<file path="src/rtl/rv32imf_obi_arb_pkg.sv">
// Shared types and constants for the two-to-one OBI request arbiter.
// Latency: none (types and constants only).
// Backpressure: none (types and constants only).
//
// Contents: obi_port_e requester IDs, forced fetch payload constants and the
// obi_req_t request payload bundle.
package rv32imf_obi_arb_pkg;

    typedef enum logic {
        PORT_DATA  = 1'b0,
        PORT_INSTR = 1'b1
    } obi_port_e;

    // Fetch is read-only: these fields are forced on the fetch path.
    localparam logic [3:0]  BE_ALL     = 4'hF;
    localparam logic [5:0]  ATOP_NONE  = 6'h0;
    localparam logic [31:0] WDATA_NONE = 32'h0;

    typedef struct packed {
        logic [31:0] addr;
        logic        we;
        logic [3:0]  be;
        logic [31:0] wdata;
        logic [5:0]  atop;
    } obi_req_t;

endpackage

</file>
<file path="src/rtl/rv32imf_obi_arb_id_fifo.sv">
// Synchronous 1-bit FIFO holding the requester ID of each outstanding transaction.
// Latency: rdata shows the head combinationally; a push becomes visible at the next clk edge.
// Backpressure: push is ignored while full and pop is ignored while empty; push+pop together keeps count.
//
// Ports: clk, rst_n (async active-low); push/wdata write side; pop/rdata read side;
// full/empty status decoded from the registered count.
module rv32imf_obi_arb_id_fifo #(
    parameter int unsigned DEPTH = 2
) (
    input  logic clk,
    input  logic rst_n,
    input  logic push,
    input  logic pop,
    input  logic wdata,
    output logic rdata,
    output logic full,
    output logic empty
);

    localparam int unsigned PW = (DEPTH > 1) ? $clog2(DEPTH) : 1;
    localparam int unsigned CW = $clog2(DEPTH + 1);

    logic [DEPTH-1:0] r_mem;
    logic [PW-1:0]    r_wr_ptr;
    logic [PW-1:0]    r_rd_ptr;
    logic [CW-1:0]    r_count;
    logic             w_push;
    logic             w_pop;

    // Pointers wrap modulo DEPTH, which need not be a power of two.
    function automatic logic [PW-1:0] ptr_inc(input logic [PW-1:0] ptr);
        return (ptr == PW'(DEPTH - 1)) ? '0 : ptr + 1'b1;
    endfunction

    assign full   = (r_count == CW'(DEPTH));
    assign empty  = (r_count == '0);
    assign w_push = push & ~full;
    assign w_pop  = pop & ~empty;
    assign rdata  = r_mem[r_rd_ptr];

    always_ff @(posedge clk or negedge rst_n) begin
        if (!rst_n) begin
            r_mem    <= '0;
            r_wr_ptr <= '0;
            r_rd_ptr <= '0;
            r_count  <= '0;
        end else begin
            if (w_push) begin
                r_mem[r_wr_ptr] <= wdata;
                r_wr_ptr        <= ptr_inc(r_wr_ptr);
            end
            if (w_pop) begin
                r_rd_ptr <= ptr_inc(r_rd_ptr);
            end
            case ({w_push, w_pop})
                2'b10:   r_count <= r_count + 1'b1;
                2'b01:   r_count <= r_count - 1'b1;
                default: r_count <= r_count;
            endcase
        end
    end

endmodule

</file>
<file path="src/rtl/rv32imf_obi_arbiter.sv">
// Two-to-one arbiter sharing one OBI transaction port between LSU (port 0) and fetch (port 1).
// Latency: 0 cycles request path (valid->trans_valid) and response path (resp_valid->x_resp_valid).
// Backpressure: trans_ready_i stalls the selected port (grant locked until accept); issue stops at MAX_OUTSTANDING.
//
// Ports: clk, rst_n (async active-low); d_* data requester (full payload); i_* fetch requester
// (address only, read-only payload forced); trans_* downstream request; resp_* downstream response
// (no backpressure); d_resp_* / i_resp_* routed responses.
// Build option: define RV32IMF_OBI_ARB_RR_EN for round-robin arbitration (default: data over fetch).
module rv32imf_obi_arbiter
    import rv32imf_obi_arb_pkg::*;
#(
    parameter int unsigned MAX_OUTSTANDING = 2
) (
    input  logic        clk,
    input  logic        rst_n,
    input  logic        d_valid_i,
    output logic        d_ready_o,
    input  logic [31:0] d_addr_i,
    input  logic        d_we_i,
    input  logic [3:0]  d_be_i,
    input  logic [31:0] d_wdata_i,
    input  logic [5:0]  d_atop_i,
    input  logic        i_valid_i,
    output logic        i_ready_o,
    input  logic [31:0] i_addr_i,
    output logic        trans_valid_o,
    input  logic        trans_ready_i,
    output logic [31:0] trans_addr_o,
    output logic        trans_we_o,
    output logic [3:0]  trans_be_o,
    output logic [31:0] trans_wdata_o,
    output logic [5:0]  trans_atop_o,
    input  logic        resp_valid_i,
    input  logic [31:0] resp_rdata_i,
    input  logic        resp_err_i,
    output logic        d_resp_valid_o,
    output logic [31:0] d_resp_rdata_o,
    output logic        d_resp_err_o,
    output logic        i_resp_valid_o,
    output logic [31:0] i_resp_rdata_o,
    output logic        i_resp_err_o
);

    obi_port_e r_lock_port;
    logic      r_lock_vld;
`ifdef RV32IMF_OBI_ARB_RR_EN
    obi_port_e r_last;
`endif

    obi_port_e w_sel;
    obi_req_t  w_d_req;
    obi_req_t  w_i_req;
    obi_req_t  w_sel_req;
    logic      w_any;
    logic      w_full;
    logic      w_empty;
    logic      w_acc;
    logic      w_stall;
    logic      w_pop;
    logic      w_head;
    logic      w_lock_live;

    assign w_d_req = '{addr: d_addr_i, we: d_we_i, be: d_be_i, wdata: d_wdata_i, atop: d_atop_i};
    assign w_i_req = '{addr: i_addr_i, we: 1'b0, be: BE_ALL, wdata: WDATA_NONE, atop: ATOP_NONE};

    // A lock only holds while its owner still requests; otherwise arbitrate afresh this cycle.
    assign w_lock_live = r_lock_vld & ((r_lock_port == PORT_DATA) ? d_valid_i : i_valid_i);

    always_comb begin
        w_sel = PORT_DATA;
        if (w_lock_live) begin
            w_sel = r_lock_port;
        end else if (d_valid_i && i_valid_i) begin
`ifdef RV32IMF_OBI_ARB_RR_EN
            w_sel = (r_last == PORT_INSTR) ? PORT_DATA : PORT_INSTR;
`else
            w_sel = PORT_DATA;
`endif
        end else if (i_valid_i) begin
            w_sel = PORT_INSTR;
        end
    end

    // Full uses the registered count only, so resp_valid_i never reaches the request side.
    assign w_any         = d_valid_i | i_valid_i;
    assign trans_valid_o = rst_n & w_any & ~w_full;
    assign w_acc         = trans_valid_o & trans_ready_i;
    assign w_stall       = trans_valid_o & ~trans_ready_i;
    assign d_ready_o     = trans_valid_o & trans_ready_i & (w_sel == PORT_DATA);
    assign i_ready_o     = trans_valid_o & trans_ready_i & (w_sel == PORT_INSTR);

    always_comb begin
        w_sel_req = '0;
        if (rst_n) begin
            w_sel_req = (w_sel == PORT_DATA) ? w_d_req : w_i_req;
        end
    end

    assign trans_addr_o  = w_sel_req.addr;
    assign trans_we_o    = w_sel_req.we;
    assign trans_be_o    = w_sel_req.be;
    assign trans_wdata_o = w_sel_req.wdata;
    assign trans_atop_o  = w_sel_req.atop;

    rv32imf_obi_arb_id_fifo #(
        .DEPTH (MAX_OUTSTANDING)
    ) u_id_fifo (
        .clk   (clk),
        .rst_n (rst_n),
        .push  (w_acc),
        .pop   (w_pop),
        .wdata (w_sel),
        .rdata (w_head),
        .full  (w_full),
        .empty (w_empty)
    );

    // A response with nothing outstanding is dropped; only the valid is steered.
    assign w_pop          = resp_valid_i & ~w_empty;
    assign d_resp_valid_o = w_pop & (w_head == PORT_DATA);
    assign i_resp_valid_o = w_pop & (w_head == PORT_INSTR);
    assign d_resp_rdata_o = rst_n ? resp_rdata_i : 32'h0;
    assign i_resp_rdata_o = rst_n ? resp_rdata_i : 32'h0;
    assign d_resp_err_o   = rst_n & resp_err_i;
    assign i_resp_err_o   = rst_n & resp_err_i;

    always_ff @(posedge clk or negedge rst_n) begin
        if (!rst_n) begin
            r_lock_vld  <= 1'b0;
            r_lock_port <= PORT_DATA;
        end else begin
            r_lock_vld <= w_stall;
            if (w_stall) begin
                r_lock_port <= w_sel;
            end
        end
    end

`ifdef RV32IMF_OBI_ARB_RR_EN
    // Resets to "fetch last" so data wins the first contested grant.
    always_ff @(posedge clk or negedge rst_n) begin
        if (!rst_n) begin
            r_last <= PORT_INSTR;
        end else if (w_acc) begin
            r_last <= w_sel;
        end
    end
`endif

`ifndef SYNTHESIS
    a_resp_without_req: assert property (@(posedge clk) disable iff (!rst_n)
        resp_valid_i |-> !w_empty)
        else $warning("rv32imf_obi_arbiter: response with no outstanding request dropped");
`endif

endmodule

</file>
<file path="config.mk">
export PLATFORM = sky130hd
export DESIGN_NAME = rv32imf_obi_arbiter
export DESIGN_NICKNAME = d
export VERILOG_FILES = /design/src/rtl/rv32imf_obi_arb_pkg.sv /design/src/rtl/rv32imf_obi_arb_id_fifo.sv /design/src/rtl/rv32imf_obi_arbiter.sv
export SDC_FILE = /design/constraint.sdc
export NUM_CORES = 1
export LEC_CHECK = 0
export CORE_AREA = 2 2 112 114
export DETAILED_ROUTE_END_ITERATION = 8
export DIE_AREA = 0 0 114 116
export RECOVER_POWER = 100
export SYNTH_ARGS = -nofsm -noshare
export SYNTH_HDL_FRONTEND = slang
export SYNTH_SLANG_ARGS = --single-unit
</file>
<file path="constraint.sdc">
create_clock -name clk -period 1.4 [get_ports clk]
set_input_delay 0.28 -clock clk [delete_from_list [all_inputs] [get_ports clk]]
set_output_delay 0.28 -clock clk [all_outputs]
set_load 0.01 [all_outputs]
</file>
==> summary.txt, run 1 <==
Status - finished, violations left
Violated checks - setup timing
Clk_lat worst skew - 230 ps
CP cell instances - a21bo_1, and2_4, buf_12, buf_4, mux2i_1, buf_2
Share of cells above drive strength 1 - 0.373
Critical Path Fanout Max - 6
Synth Area per Inst - 6.86 sq um
CTS Buffer Depth - 2
DRC errors left - 0
Period minus WS final - 1910 ps
GRT Total Usage - 0.159
Via count - 2,890
R2R Path Start - r_lock_port
Chip Width - 114 microns
Crit. path cell count - 6
Reg2Reg Depth - 6
Clk_skew - 0.125 ps
Die Span Y - 116 microns
DP Cell Count - 674
TritonCTS buffer count - 3
Crit end category - primary output
Setup TNS - -34,170 ps
Row Count - 40
Antenna diodes - 0
Vias per std cell - 4.09
Startpoint Class - flop
Most common cell after layout, fill and taps aside - clkdlybuf4s50_1
Final core utilization - 0.435
VDD IR-drop max - 0.693 mV
Setup violators final - 93
Synth area leaders - mux2i_1 (18%), buf_4 (14%), nand2_1 (14%), and3_1 (13%), and2_1 (11%)
Crit path from - r_lock_port
Synthesized area - 1830 sq um
R2R Setup Slk - -190 ps
WL per Instance - 16.6 microns
Delay-heaviest family, CP - buffers and inverters
Largest net degree at the start of global routing - 26
Clock tree root buffer cell - clkbuf_16
Register area share after synthesis - 0.109
Placeable Area - 11,900 sq um
Port bufs - 291
RSZ-0062 raised after global routing - true
P per Cell Area - 627 nW/um^2
Final worst path period share - 1.37
H-tree depth - 1
Pwr Total - 3.25 mW
Final Non-Filler Cells - 707
IO Pins - 292
1st-iter DRT viols - 60
Hold Fails Final Rpt - 0
Critical path class - reg2out
Antenna violations before repair - 0
Leakage - 2.36 nW
Worst Path Buf+Inv - 3
Fin worst setup slack - -515 ps
Total wire length - 11.8 mm
Die area - 13,200 sq um
Number of global-route vias before repair - 2,834
Worst EP arrival - 1630 ps
CP required - 1120 ps
Critical Path End - trans_addr_o[3]
DRT Pass-1 Iters - 4
Global-route wire length before repair - 16.5 mm
DP HPWL - 8.76 mm
Worst-path clk slew - 40 ps
CTS Sinks - 8
Final slew viol count - 0
Max Cap Viol - 0
Post-Synthesis Cells - 267
Area grow syn2layout - 183%
Synth top area share - 0.180
Detail Route Antenna Nets - 0
Gpl congestion - 0.862
Fmax - 522 MHz
Commonest non-fill, non-tap cells in the layout - clkdlybuf4s50_1 (140), nand2_1 (65), buf_6 (55)
TritonCTS clock tree - yes
Synth area leader - mux2i_1
Post-CTS Hold Buffers - 0
Hold Path Class - in2async
Register bit total from synthesis - 8
Yosys warnings - 0
Global route overflow - 0
Post-layout nets - 709
R2r endpoint - u_id_fifo.r_mem[0]
Slowest stage cell, crit path - dfrtp_1
Synth cell types - 26
Slew @ Worst Pin - 476 ps
Net count after synthesis - 414
CP peak stage delay - 370 ps
Slew HR - 0.683
Initial Util - 0.154
==> cell usage after synthesis, drive strengths merged <==
| cell type | count |
|---|---|
| a21bo | 1 |
| and2 | 34 |
| and3 | 39 |
| buf | 39 |
| clkbuf | 18 |
| dfrtp | 8 |
| ha | 1 |
| inv | 1 |
| mux2 | 3 |
| mux2i | 33 |
| nand2 | 66 |
| nand2b | 1 |
| nand3 | 1 |
| nand4b | 1 |
| nor2 | 5 |
| nor2b | 2 |
| nor3 | 2 |
| o21a | 5 |
| o21ai | 2 |
| xnor2 | 4 |
| xor2 | 1 |
==> state kept, by name, indices dropped and copies added (netlist names) <==
register            cells
u_id_fifo.r_rd_ptr      1
r_lock_vld              1
u_id_fifo.r_count       2
r_lock_port             1
u_id_fifo.r_wr_ptr      1
u_id_fifo.r_mem         2
==> power breakdown <==
part	switching [mW]	internal, mW
clock	0.119	0.369
sequential	0.0695	0.336
combinational	0.871	1.48
total	1.06	2.19
==> layer usage <==
| layer | global-route usage | vias to the layer above | wire [microns] | part of all wire |
|---|---|---|---|---|
| li1 | - | 1426 | - | - |
| met1 | 0.196 | 1309 | 4620 | 0.39 |
| met2 | 0.284 | 133 | 5990 | 0.51 |
| met3 | 0.0345 | 22 | 920 | 0.078 |
| met4 | 0.0341 | 0 | 243 | 0.021 |
| met5 | 0 | - | 0 | 0 |
==> worst min-delay path by stage <==
stage          startpoint                 end  slack [ps]  depth (start not counted)
2_1_floorplan       rst_n         r_lock_port         -20                          0
3_3_place_gp        rst_n  u_id_fifo.r_wr_ptr         360                          2
3_5_place_dp        rst_n  u_id_fifo.r_wr_ptr         360                          2
4_1_cts             rst_n  u_id_fifo.r_wr_ptr          30                          2
5_1_grt             rst_n  u_id_fifo.r_wr_ptr          20                          2
6_report            rst_n  u_id_fifo.r_wr_ptr          10                          2
==> kinds of logic after synthesis <==
kind of cell | Yosys count | share of synthesized area
and+or+nand+nor | 151 | 0.422
muxes | 36 | 0.201
buffers and inverters | 58 | 0.206
AOI/OAI and AO/OA | 8 | 0.0314
xor gates and xnor gates | 5 | 0.0239
adders and majority gates | 1 | 0.00683
DFF | 8 | 0.109
==> layout make-up <==
type	instances	area, sq um
Clock buffer	3	75.1
Fill cell	1245	6730
Inverter	1	6.26
Multi-Input combinational cell	201	1530
Sequential cell	8	200
Tap cell	147	184
Timing Repair Buffer	347	3180
==> through the flow <==
step,hold slack [ps],setup WS [ps],cell area [sq um]
2_1_floorplan,-15.6,-51.9,1870
3_3_place_gp,360,-990,4900
3_5_place_dp,360,-1020,4900
4_1_cts,30.8,-517,5200
5_1_grt,24.6,-557,5180
6_report,12.0,-515,5180
==> what timing repair did <==
item | 4_1_cts | 5_1_grt
buffers inserted | 17 | 8
setup endpoints to repair | 151 | 145
pin swaps | 19 | 13
cloned | 6 | 2
resized for setup | 547 | 139
(Power assumes the default switching activity.)
==> run 2, diff against run 1 <==
--- a/config.mk
+++ b/config.mk
@@ -5,10 +5,12 @@
 export SDC_FILE = /design/constraint.sdc
 export NUM_CORES = 1
 export LEC_CHECK = 0
+export CAP_MARGIN = 20
 export CORE_AREA = 2 2 112 114
 export DETAILED_ROUTE_END_ITERATION = 8
 export DIE_AREA = 0 0 114 116
 export RECOVER_POWER = 100
+export SKIP_LAST_GASP = 1
 export SYNTH_ARGS = -nofsm -noshare
 export SYNTH_HDL_FRONTEND = slang
 export SYNTH_SLANG_ARGS = --single-unit
==> run 2 against run 1 <==
Count of clock-buffer cells in the layout stayed put. Maximum frequency grew 1.2%. Clock power about the same. Sequential power about the same. Combinational power about the same. Largest cell class unchanged. Highest routed layer unchanged. Cell count shrank 0.57%. Setup slack better by 24 ps. Clock skew grew 0.63 ps. Via count shrank 0.76%. Non-clock buffer count decreased by 4. The flow still finishes with violations (setup timing).
==> summary.txt, run 2 (synthesis gave the netlist of run 1 again) <==
Crit end category - primary output
Psw - 1.05 mW (-0.48%)
Startpoint Class - flop
Fmax - 529 MHz (+1.2%)
Switch share - 0.327 (+0.000565)
Port bufs - 291 (unchanged)
Number of global-route vias before repair - 2,858 (+0.85%)
Register area - 200 sq um (unchanged)
Area grow syn2layout - 180%
Int Pwr - 2.17 mW (-0.73%)
Global-route wire length before repair - 16.5 mm (+0.13%)
GRT Max-Usage Layer - met2
CTS Sinks - 8 (unchanged)
Crit path from - r_lock_port
Critical path class - reg2out
GRT Total Usage - 0.159 (about the same)
Die Span Y - 116 microns (unchanged)
Worst EP arrival - 1610 ps (-20 ps)
Post-route cell area - 5120 sq um (-1.2%)
Leakage - 2.34 nW (-0.85%)
DRC errors left - 0 (unchanged)
Gpl congestion - 0.862 (unchanged)
VDD IR-drop max - 0.683 mV (-1.5%)
Placed instance area - 4900 sq um (unchanged)
Via count - 2,868 (-0.76%)
DRT Pass-1 Iters - 4 (unchanged)
Status - finished, violations left
Comb power frac - 0.724 (about the same)
RSZ-0062 raised after global routing - true
Antenna violations before repair - 0 (unchanged)
DP HPWL - 8.76 mm (unchanged)
Slew @ Worst Pin - 475 ps (-1.34 ps)
CTS Buffer Depth - 2 (unchanged)
Violated checks - setup timing
GR Util met1 - 0.195 (-0.000946)
Max Cap Viol - 0 (unchanged)
Reg2Reg Depth - 6 (unchanged)
Die area - 13,200 sq um (unchanged)
Chip Width - 114 microns (unchanged)
Slew HR - 0.683 (+0.000897)
Setup violators final - 93 (unchanged)
P per Cell Area - 630 nW/um^2 (+0.52%)
Antenna diodes - 0 (unchanged)
Clk pwr share - 0.151 (about the same)
Vias per std cell - 4.08 (-0.20%)
Largest net degree at the start of global routing - 26 (unchanged)
TritonCTS clock tree - yes
Met2 Usage GRT - 0.287 (+0.00278)
IO Pins - 292 (unchanged)
Clk_lat worst skew - 230 ps (about the same)
Initial Util - 0.154 (unchanged)
Multi-input gate area - 1530 sq um (-0.49%)
TritonCTS buffer count - 3 (unchanged)
1st-iter DRT viols - 46 (-23%)
Detail Route Antenna Nets - 0 (unchanged)
Clock tree root buffer cell - clkbuf_16
Row Count - 40 (unchanged)
WL per Instance - 16.8 microns (+0.84%)
Most common cell after layout, fill and taps aside - clkdlybuf4s50_1
Post-layout nets - 705 (-0.56%)
# fillers - 1,248 (+0.24%)
Final slew viol count - 0 (unchanged)
Global route overflow - 0 (unchanged)
Post-CTS Hold Buffers - 0 (unchanged)
Worst-path clk slew - 40 ps (about the same)
Placeable Area - 11,900 sq um (unchanged)
Seq pwr share - 0.125 (about the same)
Hold Path Class - in2async
R2R Setup Slk - -210 ps (-20 ps)
Commonest non-fill, non-tap cells in the layout - clkdlybuf4s50_1 (140), nand2_1 (65), clkbuf_1 (51)
M3 GR Usage - 0.0324 (-0.00209)
Hold Fails Final Rpt - 0 (unchanged)
Share of cells above drive strength 1 - 0.365 (-0.00811)
Fin worst setup slack - -491 ps (+23.6 ps)
R2r endpoint - u_id_fifo.r_mem[0]
Final Hold Slack - 13.2 ps (+1.21 ps)
H-tree depth - 1 (unchanged)
Biggest registers after layout - u_id_fifo.r_count (2), u_id_fifo.r_mem (2)
R2R Path Start - r_lock_port
CP required - 1120 ps (about the same)
Period minus WS final - 1890 ps (-23.6 ps)
Final worst path period share - 1.35 (-0.0169)
Critical Path Fanout Max - 6 (unchanged)
Total wire length - 11.8 mm (+0.27%)
Clk_skew - 0.752 ps (+0.628 ps)
## run 2: how the worst max path moves through the flow
stage	endpoint	cells past startpoint
global route	trans_wdata_o[12]	8
CTS	trans_addr_o[25]	5
finish	trans_wdata_o[23]	8
detailed placement	trans_addr_o[9]	6
floorplan	trans_addr_o[0]	5
global placement	trans_addr_o[9]	6
## run 2: per-layer routing
layer  wire, microns  up-vias  share of wire
met5               0        -              0
li1                -     1421              -
met2            6120      133           0.52
met3             888       18          0.075
met1            4590     1296           0.39
met4             200        0          0.017
## run 2: timing repair
action	CTS	global route
pin swaps	19	11
setup buffers	17	3
endpoints found under the setup margin	151	145
resized for setup	509	169
hold endpoints to repair	0	0
gates cloned	6	3
## run 2: layout make-up
type	instances	share of cell area
Sequential cell	8	0.0391
Inverter	1	0.000733
Tap cell	147	0.0359
Multi-Input combinational cell	201	0.298
Clock buffer	3	0.0147
Timing Repair Buffer	343	0.612
## run 2: per-stage QoR
step | total power [mW] | setup WS, ps | TNS [ps] | cells | utilization
3_3_place_gp | 2.39 | -990 | -97170 | 674 | 0.411
5_1_grt | 3.43 | -558 | -41850 | 703 | 0.430
6_report | 3.23 | -491 | -34360 | 703 | 0.430
3_5_place_dp | 2.41 | -1020 | -97280 | 674 | 0.411
2_1_floorplan | 1.22 | -51.9 | -1530 | 267 | -
4_1_cts | 3.16 | -518 | -35050 | 700 | 0.452
## run 2: critical path, cell delays in order, from the launching register on
cell and delay [ps]:
dfrtp_1 370, a21bo_1 210, buf_6 130, nand2_8 60, buf_12 120, buf_16 110, buf_6 90, and3_4 180
buf_6 100
## run 2: power by group through the flow
stage	Clock, mW	Sequential [mW]	Combinational, mW
floorplan	0	0.403	0.814
global placement	0	0.392	2.00
detailed placement	0	0.396	2.02
CTS	0.500	0.402	2.26
global route	0.509	0.417	2.50
finish	0.487	0.405	2.34
